**src/rtl/square_analyzer.sv**
```systemverilog
// Square-wave receive analyzer: slices samples, measures high time and period,
// and derives the duty cycle with a 7-step restoring divider.
module square_analyzer #(
    parameter int CNT_W   = 20,
    parameter int THRESH  = 2048,
    parameter int TIMEOUT = 1000000,
    parameter int TOL_PCT = 2
) (
    input  logic             clk,
    input  logic             rst,
    input  logic [11:0]      sample_in,
    input  logic             sample_valid,
    output logic [CNT_W-1:0] period_out,
    output logic [CNT_W-1:0] high_out,
    output logic [6:0]       duty_pct,
    output logic [1:0]       duty_mode_det,
    output logic             mode_match,
    output logic             meas_valid,
    output logic             overrun,
    output logic             no_signal
);

    localparam int NW = CNT_W + 7;

    typedef enum logic [1:0] {INIT, ARM, HIGH, LOW} state_t;

    state_t           state, state_n;
    logic             prev;
    logic             primed, primed_n;
    logic [CNT_W-1:0] hcnt, hcnt_n;
    logic [CNT_W-1:0] pcnt, pcnt_n;
    logic [CNT_W-1:0] tcnt, tcnt_n;
    logic             level, rise, fall;
    logic             close, timeout;

    logic             busy;
    logic [2:0]       step;
    logic [NW-1:0]    rem, dvs;
    logic [6:0]       quo;
    logic [CNT_W-1:0] h_lat, p_lat;
    logic             finish, accept;
    logic [1:0]       mode_c;
    logic             match_c;

    assign level = (int'(sample_in) >= THRESH);
    // primed is low on the first sample after reset or timeout: no edge then
    assign rise  = primed & ~prev & level;
    assign fall  = primed & prev & ~level;

    always_ff @(posedge clk or posedge rst) begin
        if (rst) begin
            state  <= INIT;
            prev   <= 1'b0;
            primed <= 1'b0;
            hcnt   <= '0;
            pcnt   <= '0;
            tcnt   <= '0;
        end else begin
            state  <= state_n;
            primed <= primed_n;
            hcnt   <= hcnt_n;
            pcnt   <= pcnt_n;
            tcnt   <= tcnt_n;
            if (sample_valid)
                prev <= level;
        end
    end

    always_comb begin
        state_n  = state;
        primed_n = primed;
        hcnt_n   = hcnt;
        pcnt_n   = pcnt;
        tcnt_n   = tcnt;
        close    = 1'b0;
        timeout  = 1'b0;
        if (sample_valid) begin
            primed_n = 1'b1;
            unique case (state)
                INIT: state_n = ARM;
                ARM: begin
                    if (rise) begin
                        state_n = HIGH;
                        hcnt_n  = CNT_W'(1);
                        pcnt_n  = CNT_W'(1);
                    end
                end
                HIGH: begin
                    pcnt_n = pcnt + CNT_W'(1);
                    if (fall)
                        state_n = LOW;
                    else
                        hcnt_n = hcnt + CNT_W'(1);
                end
                LOW: begin
                    if (rise) begin
                        close   = 1'b1;
                        state_n = HIGH;
                        hcnt_n  = CNT_W'(1);
                        pcnt_n  = CNT_W'(1);
                    end else begin
                        pcnt_n = pcnt + CNT_W'(1);
                    end
                end
                default: state_n = INIT;
            endcase
            if (state == INIT || rise || fall) begin
                tcnt_n = '0;
            end else if (tcnt == CNT_W'(TIMEOUT - 1)) begin
                timeout  = 1'b1;
                state_n  = ARM;
                primed_n = 1'b0;
                tcnt_n   = '0;
            end else begin
                tcnt_n = tcnt + CNT_W'(1);
            end
        end
    end

    function automatic logic near(input logic [6:0] q, input int t);
        return (int'(q) >= t - TOL_PCT) && (int'(q) <= t + TOL_PCT);
    endfunction

    always_comb begin
        mode_c  = 2'b00;
        match_c = 1'b0;
        if (near(quo, 50)) begin
            mode_c  = 2'b00;
            match_c = 1'b1;
        end else if (near(quo, 33)) begin
            mode_c  = 2'b01;
            match_c = 1'b1;
        end else if (near(quo, 25)) begin
            mode_c  = 2'b10;
            match_c = 1'b1;
        end else if (near(quo, 14)) begin
            mode_c  = 2'b11;
            match_c = 1'b1;
        end
    end

    // The finishing clk frees the divider, so a cycle closing then is taken
    assign finish = busy && (step == 3'd7);
    assign accept = close && (!busy || finish);

    always_ff @(posedge clk or posedge rst) begin
        if (rst) begin
            busy          <= 1'b0;
            step          <= '0;
            rem           <= '0;
            dvs           <= '0;
            quo           <= '0;
            h_lat         <= '0;
            p_lat         <= '0;
            period_out    <= '0;
            high_out      <= '0;
            duty_pct      <= '0;
            duty_mode_det <= '0;
            mode_match    <= 1'b0;
            meas_valid    <= 1'b0;
            overrun       <= 1'b0;
            no_signal     <= 1'b1;
        end else begin
            meas_valid <= 1'b0;
            overrun    <= close && !accept;
            if (busy && !finish) begin
                if (rem >= dvs) begin
                    rem <= rem - dvs;
                    quo <= {quo[5:0], 1'b1};
                end else begin
                    quo <= {quo[5:0], 1'b0};
                end
                dvs  <= dvs >> 1;
                step <= step + 3'd1;
            end
            if (finish) begin
                busy          <= 1'b0;
                period_out    <= p_lat;
                high_out      <= h_lat;
                duty_pct      <= quo;
                duty_mode_det <= mode_c;
                mode_match    <= match_c;
                meas_valid    <= 1'b1;
                no_signal     <= 1'b0;
            end
            if (timeout)
                no_signal <= 1'b1;
            if (accept) begin
                busy  <= 1'b1;
                step  <= '0;
                quo   <= '0;
                rem   <= NW'(hcnt) * NW'(100);
                dvs   <= NW'(pcnt) << 6;
                h_lat <= hcnt;
                p_lat <= pcnt;
            end
        end
    end

endmodule

```
**config.mk**
```make
export PLATFORM = sky130hd
export DESIGN_NAME = square_analyzer
export DESIGN_NICKNAME = d
export VERILOG_FILES = /design/src/rtl/square_analyzer.sv
export SDC_FILE = /design/constraint.sdc
export NUM_CORES = 1
export LEC_CHECK = 0
export BUFFER_PORTS_ARGS = -buffer_cell sky130_fd_sc_hd__buf_2
export CAP_MARGIN = 20
export CORE_UTILIZATION = 55
export CTS_CLUSTER_DIAMETER = 40
export DETAILED_ROUTE_END_ITERATION = 16
export GPL_ROUTABILITY_DRIVEN = 0
export PLACE_DENSITY = 0.75
export RECOVER_POWER = 100
export SETUP_SLACK_MARGIN = 0.2
export SYNTH_ARGS = -nofsm -noshare
export SYNTH_HDL_FRONTEND = slang
export SYNTH_SLANG_ARGS = --single-unit
```
**constraint.sdc**
```tcl
create_clock -name clk -period 21.5 [get_ports clk]
set_clock_uncertainty 0.05 [all_clocks]
set_input_delay 2.15 -clock clk [delete_from_list [all_inputs] [get_ports clk]]
set_output_delay 2.15 -clock clk [all_outputs]
set_load 0.02 [all_outputs]
```
==> results of run 1 <==
==> routing by layer <==
layer  global-route usage  wire length, um  vias to the layer above
li1                     -                -                     4806
met1                0.334            12900                     4688
met2                0.384            12700                      219
met3               0.0263             1220                       40
met4               0.0641              537                        0
met5                    0                0                        -
==> cell families (layout without fill, tap and decap cells) <==
group / after synthesis / count (layout) / synth area share
AOI/OAI and AO/OA: 261 / 261 / 0.128
xor gates and xnor gates: 78 / 78 / 0.0532
adders and majority gates: 111 / 111 / 0.118
buffers and inverters: 157 / 230 / 0.0483
DFF: 221 / 221 / 0.431
muxes: 69 / 69 / 0.0585
and+or+nand+nor: 464 / 464 / 0.163
==> stage by stage <==
step	worst slack, ns	power, uW	std cells	area (sq um)	hold WS, ns
after floorplan	13.25	1140	1361	12800	0.392
after global placement	17.14	1270	1689	13400	0.392
after detailed placement	17.06	1290	1689	13400	0.401
after CTS	17.58	1830	1747	14500	0.409
after global routing	12.61	1940	1747	14400	0.445
final	14.01	1820	1747	14400	0.413
==> worst max-delay path: stages <==
cell and delay, ns:
buf_2 0.10, clkinvlp_2 2.54, clkbuf_1 2.45
==> flip-flops by register name, summed over array words and instances (netlist names) <==
signal	count
rem	27
dvs	26
h_lat	20
hcnt	20
high_out	20
p_lat	20
pcnt	20
period_out	20
tcnt	20
duty_pct	7
quo	7
step	3
duty_mode_det	2
state	2
busy	1
meas_valid	1
mode_match	1
no_signal	1
overrun	1
prev	1
primed	1
==> worst min-delay path by stage <==
stage	start	to	slack, ns
after floorplan	p_lat[0]	p_lat[0]	0.39
after global placement	no_signal	no_signal	0.39
after detailed placement	no_signal	no_signal	0.40
after CTS	no_signal	no_signal	0.41
after global routing	p_lat[7]	p_lat[7]	0.44
final	no_signal	no_signal	0.41
==> power groups by stage <==
| stage | clock network, uW | registers, uW | logic [uW] |
|---|---|---|---|
| floorplan | 0 | 590 | 547 |
| global placement | 0 | 584 | 682 |
| detailed placement | 0 | 588 | 701 |
| CTS | 538 | 582 | 709 |
| global route | 553 | 596 | 794 |
| finish | 528 | 584 | 706 |
==> synth_stat cells, types with 4 or more instances <==
library cell	n
dfrtp_1	220
nand2_1	205
inv_1	106
nor2_1	101
ha_1	95
o21ai_0	93
a21oi_1	61
nand3_1	55
mux2_2	48
xor2_1	41
clkbuf_1	39
xnor2_1	37
mux2i_1	21
nor3_1	19
fa_1	16
a21o_1	15
and3_1	15
nand4_1	14
a31oi_1	12
a211oi_1	11
nand2b_1	10
o21a_1	10
or3_1	10
nor4_1	7
buf_2	6
and4_1	5
o31ai_1	5
and2_1	4
nor2b_1	4
==> final cells by class <==
class / count / area, sq um
Clock buffer: 40 / 850
Clock inverter: 18 / 248
Fill cell: 1892 / 8400
Inverter: 106 / 399
Multi-Input combinational cell: 983 / 6700
Sequential cell: 221 / 5530
Tap cell: 313 / 392
Timing Repair Buffer: 66 / 260
==> impl_metrics.ini, run 1 <==
[cts]
cts_setup_buffers = 0
cts.clk_slew.worst_paths_ns = 0.06
clk_latency_ns = 0.56
cts_root_buf = clkbuf_16
clock-sinks = 221
cts_made_buffers = 31
clk_path_buf_depth = 3
cts.repair.resized = 0
htreeDepth = 1
cts_tree = built
hold_buffers = 0

[timing]
setup_violations = 0
rsz0062_at_grt = false
timing.fmax_mhz = 134
max_slew_margin = -2.12
post-route-min-period_ns = 7.49
finalHoldViolations = 0
period_share = 0.348
tightest_slew_ns = 4.65
slew_violations = 442
setup_tns_ns = 0

[grt]
overflow = 0
grt_max_degree = 109
grt_use_total = 0.235
antenna_found_initial = 0
grt_pass1_vias = 9454
grt_pass1_wl_mm = 46.4

[yosys]
yosysWarnings = 0
syn_area_per_cell_sq_um = 9.43
synth.cell_area_sq_mm = 0.0128
synthDistinctLibCells = 75
synth_area_leader_cell = dfrtp_1
synth-edff-count = 0
yosys.area.top_type_share = 0.429
synth_cells = 1361
ys_ff_latch = 221
synthTopCellsByArea = dfrtp_1, ha_1, nand2_1, mux2_2, o21ai_0
syn-num-nets = 1487
yosysSeqAreaShare = 0.431
ys.flop_type = dfrtp_1
synthArstFlopShare = 1.00

[worst_setup_path]
cp_max_fo = 108
worstPathRequired_ns = 21.37
critPathLaunch = rst
critPathKind = in2async
start_kind = input pin
timing.rr.end = rem[4]
timing.rr.start = step[0]
endpoint_kind = async pin
arrival_ns = 7.36
r2r_setup_slack_ns = 16.84
crit_end = hcnt[7]
r2r_cells = 8

[cells_and_area]
final_common_cell = dfrtp_1
nets = 1535
drive_gt1_frac = 0.0837
post-route-util = 0.631
syn_to_final_growth_pct = 12.0
mostFrequentLayoutCells = dfrtp_1, nand2_1, inv_1
diodes = 0

[floorplan]
num_io_pins = 68
dieArea_sq_mm = 0.0239
start_util = 0.563
die_w_um = 155
core-area_sq_mm = 0.0228
die_y_um = 155
rows = 55

[power_and_ir_drop]
pwr_density_cell_mw_per_mm2 = 127
power.switching_uw = 693
p_leak_uw = 0.00705
power.share.combinational = 0.388
p_int_uw = 1130
swShare = 0.381
vdd_ir_drop_max_v = 0.0000819
p_seq_frac = 0.321
power_frac_clock = 0.290

[detailed_routing]
routed-via-count = 9753
dr.pass1.iters = 5
drt_iter0_markers = 625
wire_per_inst_um = 15.7
drcViolationCount = 0
drt-total-wl_mm = 27.4
ant_nets = 0
vias_per_cell = 5.58

[placed_design]
post-dp-hpwl_mm = 18.9
port_buffers = 56

[hold_path]
worstHoldPathType = reg2reg
hold_depth = 2

[run_status]
violations = capacitance limit, slew limit
status = complete, but fails checks

[job]
max_cap_viol_count = 8
Note: power is estimated with default switching activity, not from simulation.
==> run 2: changes to the inputs <==
==> constraint.sdc (replaced) <==
create_clock -name clk -period 7.8 [get_ports clk]
set_clock_uncertainty 0.05 [all_clocks]
set_input_delay 0.78 -clock clk [delete_from_list [all_inputs] [get_ports clk]]
set_output_delay 0.78 -clock clk [all_outputs]
set_load 0.02 [all_outputs]
==> impl_metrics.ini, run 2 (synthesized netlist as in run 1, its figures left out) <==
[detailed_routing]
drcViolationCount = 0
drt-total-wl_mm = 27.5
vias_per_cell = 5.66
wire_per_inst_um = 15.7
ant_nets = 0
routed-via-count = 9910
drt_iter0_markers = 711
dr.pass1.iters = 5

[worst_setup_path]
endpoint_kind = flop
cp_slowest_cell = clkbuf_1
worstPathRequired_ns = 8.16
cp_slowest_stage_delay_ns = 2.02
arrival_ns = 5.41
critPathKind = reg2reg
r2r_setup_slack_ns = 2.75
start_kind = flop
cp_cell_sequence = ha_1 > ha_1 > nand2b_1 > clkbuf_1 > nand3_1 > clkbuf_1 > nor2_1 > a31oi_1
cp_max_fo = 64

[floorplan]
die_w_um = 155
num_io_pins = 68
die_y_um = 155
dieArea_sq_mm = 0.0239
start_util = 0.563
rows = 55
core-area_sq_mm = 0.0228

[timing]
tightest_slew_ns = 4.78
setup_tns_ns = 0
slew_violations = 403
timing.fmax_mhz = 198
rsz0062_at_grt = false
setup_violations = 0
period_share = 0.647
finalHoldViolations = 0
post-route-min-period_ns = 5.05
max_slew_margin = -2.20

[grt]
grt_max_degree = 112
grt_pass1_wl_mm = 46.3
grt_use_total = 0.237
antenna_found_initial = 0
grt_pass1_vias = 9567
overflow = 0

[placed_design]
port_buffers = 56
post-dp-hpwl_mm = 18.8

[cts]
hold_buffers = 0
clk_latency_ns = 0.51
cts_made_buffers = 34
cts_root_buf = clkbuf_16
cts.repair.resized = 0
cts.clk_slew.worst_paths_ns = 0.06
cts_tree = built
clock-sinks = 221
cts_setup_buffers = 0
htreeDepth = 2
clk_path_buf_depth = 3

[cells_and_area]
reg.largest.list = rem (27), dvs (26)
mostFrequentLayoutCells = dfrtp_1, nand2_1, inv_1
largest_register_ffs = 27
top_register = rem
syn_to_final_growth_pct = 12.6
final_common_cell = dfrtp_1
nets = 1538
diodes = 0
fillerInstances = 1868
drive_gt1_frac = 0.0904

[job]
max_cap_viol_count = 7

[hold_path]
worstHoldPathType = reg2reg

[power_and_ir_drop]
p_leak_uw = 0.00709
vdd_ir_drop_max_v = 0.000229
pwr_density_cell_mw_per_mm2 = 350
total_power_uw = 5060

[run_status]
violations = capacitance limit, slew limit
status = complete, but fails checks
-- run 2: changes by cell type in the layout (fill, tap and decap cells not counted), sizes merged --
cell and change:
clkinv +4, inv -2, clkinvlp +1, clkbuf +2
bufinv -2, buf +1
-- run 2: final timing paths --
check	startpoint	endpoint	depth (start not counted)
worst max-delay path	step[0]	rem[4]	8
worst min-delay path	no_signal	no_signal	2
worst max register to register	step[0]	rem[4]	8
worst min register to register	no_signal	no_signal	2
max in group asynchronous	rst	hcnt[5]	3
min in group asynchronous	rst	dvs[1]	2
-- run 2: where the power goes --
part	internal (uW)	switching [uW]	total (uW)
logic	778	1160	1940
registers	1410	200	1610
clock network	955	559	1510
total	3140	1920	5060
-- run 2: metrics by stage --
step | setup slack [ns] | hold slack (ns) | util | area, sq um | instances
3_3_place_gp | 4.08 | 0.390 | 0.588 | 13400 | 1689
2_1_floorplan | 0.922 | 0.392 | - | 12800 | 1361
4_1_cts | 3.97 | 0.392 | 0.639 | 14600 | 1751
3_5_place_dp | 4.01 | 0.409 | 0.588 | 13400 | 1689
5_1_grt | 2.10 | 0.427 | 0.635 | 14500 | 1751
6_report | 2.75 | 0.412 | 0.635 | 14500 | 1751
-- run 2: worst max-delay path, delay by kind of cell (launching register included) --
family | cells | cell delay [ns]
compound gates | 1 | 0.29
flops | 1 | 0.39
buf+inv | 2 | 2.44
fa+ha+maj | 2 | 0.46
simple gates | 3 | 1.30
-- run 2: per-layer routing --
| layer | vias to the layer above | routed length [um] | GRT usage |
|---|---|---|---|
| met5 | - | 0 | 0 |
| met4 | 0 | 808 | 0.0853 |
| met3 | 56 | 1230 | 0.0361 |
| met2 | 259 | 12600 | 0.384 |
| met1 | 4781 | 12800 | 0.325 |
| li1 | 4814 | - | - |
-- run 2: cell type report --
| type | instances | area, sq um | share of cell area |
|---|---|---|---|
| Inverter | 106 | 399 | 0.0276 |
| Clock buffer | 43 | 966 | 0.0668 |
| Timing Repair Buffer | 66 | 263 | 0.0182 |
| Multi-Input combinational cell | 983 | 6700 | 0.464 |
| Tap cell | 313 | 392 | 0.0271 |
| Clock inverter | 19 | 200 | 0.0139 |
| Sequential cell | 221 | 5530 | 0.383 |
==> run 3: changes to the inputs <==
--- a/config.mk
+++ b/config.mk
@@ -5,13 +5,14 @@
 export SDC_FILE = /design/constraint.sdc
 export NUM_CORES = 1
 export LEC_CHECK = 0
+export ABC_AREA = 1
 export BUFFER_PORTS_ARGS = -buffer_cell sky130_fd_sc_hd__buf_2
 export CAP_MARGIN = 20
 export CORE_UTILIZATION = 55
 export CTS_CLUSTER_DIAMETER = 40
 export DETAILED_ROUTE_END_ITERATION = 16
 export GPL_ROUTABILITY_DRIVEN = 0
-export PLACE_DENSITY = 0.75
+export PLACE_DENSITY = 0.77
 export RECOVER_POWER = 100
 export SETUP_SLACK_MARGIN = 0.2
 export SYNTH_ARGS = -nofsm -noshare
==> constraint.sdc (replaced) <==
create_clock -name clk -period 4.5 [get_ports clk]
set_clock_uncertainty 0.05 [all_clocks]
set_input_delay 0.45 -clock clk [delete_from_list [all_inputs] [get_ports clk]]
set_output_delay 0.45 -clock clk [all_outputs]
set_load 0.02 [all_outputs]
==> impl_metrics.ini, run 3 <==
[detailed_routing]
vias_per_cell = 5.36
ant_nets = 0
dr.pass1.iters = 5
drt_iter0_markers = 939
drt-total-wl_mm = 33.5
routed-via-count = 12425
drcViolationCount = 0
wire_per_inst_um = 14.4

[cts]
cts_made_buffers = 30
cts_setup_buffers = 0
hold_buffers = 0
cts.clk_slew.worst_paths_ns = 0.05
htreeDepth = 1
clk_path_buf_depth = 3
cts_root_buf = clkbuf_16
cts_tree = built
clk_latency_ns = 0.55
cts.repair.resized = 0
clock-sinks = 221

[worst_setup_path]
arrival_ns = 3.78
critPathKind = reg2reg
worstPathRequired_ns = 4.74
timing.rr.end = period_out[2]
start_kind = flop
timing.rr.start = step[0]
r2r_cells = 5
cp_cell_sequence = ha_1 > ha_1 > nand2_2 > clkbuf_1 > o21ai_0
cpMostUsedCell = ha_1
cp_max_fo = 73
cp_slowest_stage_delay_ns = 1.99
r2r_setup_slack_ns = 0.96
endpoint_kind = flop
path_buf_inv = 1
critPathTopFamily = buffers and inverters
cp_slowest_cell = clkbuf_1

[cells_and_area]
mostFrequentLayoutCells = nand2_1, inv_1, dfrtp_1
fillerInstances = 2326
diodes = 0
top_register = rem
syn_to_final_growth_pct = 10.4
largest_register_ffs = 27
final_common_cell = nand2_1
finalNonFillerCells = 2320
drive_gt1_frac = 0.0472
reg.largest.list = rem (27), dvs (26)
nets = 2094

[yosys]
ys_ff_latch = 221
syn-num-nets = 2043
synthDistinctLibCells = 50
yosysSeqAreaShare = 0.393
synthTopCellsByArea = dfrtp_1, nand2_1, inv_1, ha_1, nand3_1
yosys.area.top_type_share = 0.391
ys.flop_type = dfrtp_1
synth_cells = 1917
yosysWarnings = 0
synth-edff-count = 0
synthArstFlopShare = 1.00
yosysMostFrequentCell = nand2_1
syn_area_per_cell_sq_um = 7.34
synth.cell_area_sq_mm = 0.0141
synthTopCellsByCount = nand2_1, inv_1, dfrtp_1
synth_area_leader_cell = dfrtp_1

[power_and_ir_drop]
p_int_uw = 5620
swShare = 0.442
pwr_density_cell_mw_per_mm2 = 648
power.share.combinational = 0.473
power.switching_uw = 4450
vdd_ir_drop_max_v = 0.000544
p_seq_frac = 0.291
p_leak_uw = 0.00839
power_frac_clock = 0.236

[grt]
grt_pass1_vias = 11728
grt.met3_usage = 0.0332
overflow = 0
grtUsageMet2 = 0.430
grt_use_total = 0.259
antenna_found_initial = 0
grt_busiest_layer = met2
grt_max_degree = 145
grt_pass1_wl_mm = 55.5
use_met1 = 0.349

[run_status]
status = complete, but fails checks
violations = capacitance limit, slew limit

[timing]
max_slew_margin = -1.20
tightest_slew_ns = 3.31
setup_tns_ns = 0
period_share = 0.786
setup_violations = 0
timing.fmax_mhz = 283
post-route-min-period_ns = 3.54
rsz0062_at_grt = false
finalHoldViolations = 0
slew_violations = 152

[floorplan]
die_y_um = 162
dieArea_sq_mm = 0.0262
start_util = 0.560
core-area_sq_mm = 0.0251
die_w_um = 162
num_io_pins = 68
rows = 58

[placed_design]
post-dp-hpwl_mm = 24.6
dp_cells = 2266
port_buffers = 56

[job]
max_cap_viol_count = 2

[hold_path]
worstHoldPathType = in2async
-- run 3: cell types whose count changed in the layout (fill, tap and decap cells not counted), moves of 12 or more --
cell	delta
a21o_1	-12
and3_1	-13
inv_1	+219
mux2_2	-48
mux2i_1	-21
nand2_1	+404
nand3_1	+61
nand4_1	+14
nor2_1	+18
o21ai_0	+12
o22ai_1	+17
xnor2_1	-35
xor2_1	-27
-- run 3: logic make-up (layout without fill, tap and decap cells) --
kind of cell             Yosys count  after routing  synth area share
flip-flops                       221            221             0.393
AO/OA/AOI/OAI                    238            238            0.0952
buffers and inverters            374            447             0.104
adder cells (fa/ha/maj)          111            111             0.107
AND/OR/NAND/NOR                  957            957             0.290
XOR/XNOR                          16             16           0.00996
-- run 3: cell type report --
cell class	count	area [sq um]	share of cell area
multi-input combinational	1322	7040	0.453
sequential	221	5530	0.356
inverter	329	1240	0.0796
clock buffer	39	856	0.0551
tap	330	413	0.0266
timing repair buffer	64	293	0.0188
clock inverter	15	169	0.0109
-- run 3: power by group through the flow --
| stage | combinational [uW] | clock, uW | sequential [uW] |
|---|---|---|---|
| after floorplan | 3520 | 0 | 3030 |
| after global placement | 4570 | 0 | 2910 |
| after detailed placement | 4720 | 0 | 2940 |
| after CTS | 4770 | 2410 | 2920 |
| after global routing | 5430 | 2480 | 2990 |
| final | 4760 | 2370 | 2930 |
-- run 3: worst max path at each step --
stage / start / end / slack, ns / depth (start not counted)
after floorplan: rst / busy / 1.12 / 1
after global placement: hcnt[6] / rem[23] / 1.29 / 16
after detailed placement: hcnt[6] / rem[23] / 1.27 / 16
after CTS: hcnt[6] / rem[23] / 1.25 / 16
after global routing: rst / rem[23] / 0.49 / 3
final: step[0] / period_out[2] / 0.96 / 5
-- run 3: worst register-to-register path: stages (launching register included) --
cell	delay (ns)
dfrtp_1	0.41
ha_1	0.22
ha_1	0.22
nand2_2	0.08
clkbuf_1	1.99
o21ai_0	0.32
-- run 3: metrics by stage --
| step | setup slack, ns | instance area [sq um] | util | power [uW] | hold WS [ns] |
|---|---|---|---|---|---|
| after global placement | 1.29 | 14600 | 0.583 | 7480 | 0.408 |
| after CTS | 1.25 | 15700 | 0.624 | 10100 | 0.00932 |
| final | 0.961 | 15500 | 0.619 | 10100 | 0.115 |
| after floorplan | 1.12 | 14100 | - | 6550 | 0.392 |
| after global routing | 0.489 | 15500 | 0.619 | 10900 | 0.148 |
| after detailed placement | 1.27 | 14600 | 0.583 | 7660 | 0.410 |
-- run 3: metal layers --
layer	wire (um)	share of wire
met5	0	0
met4	1120	0.033
met3	1800	0.054
met2	15700	0.47
met1	14900	0.45
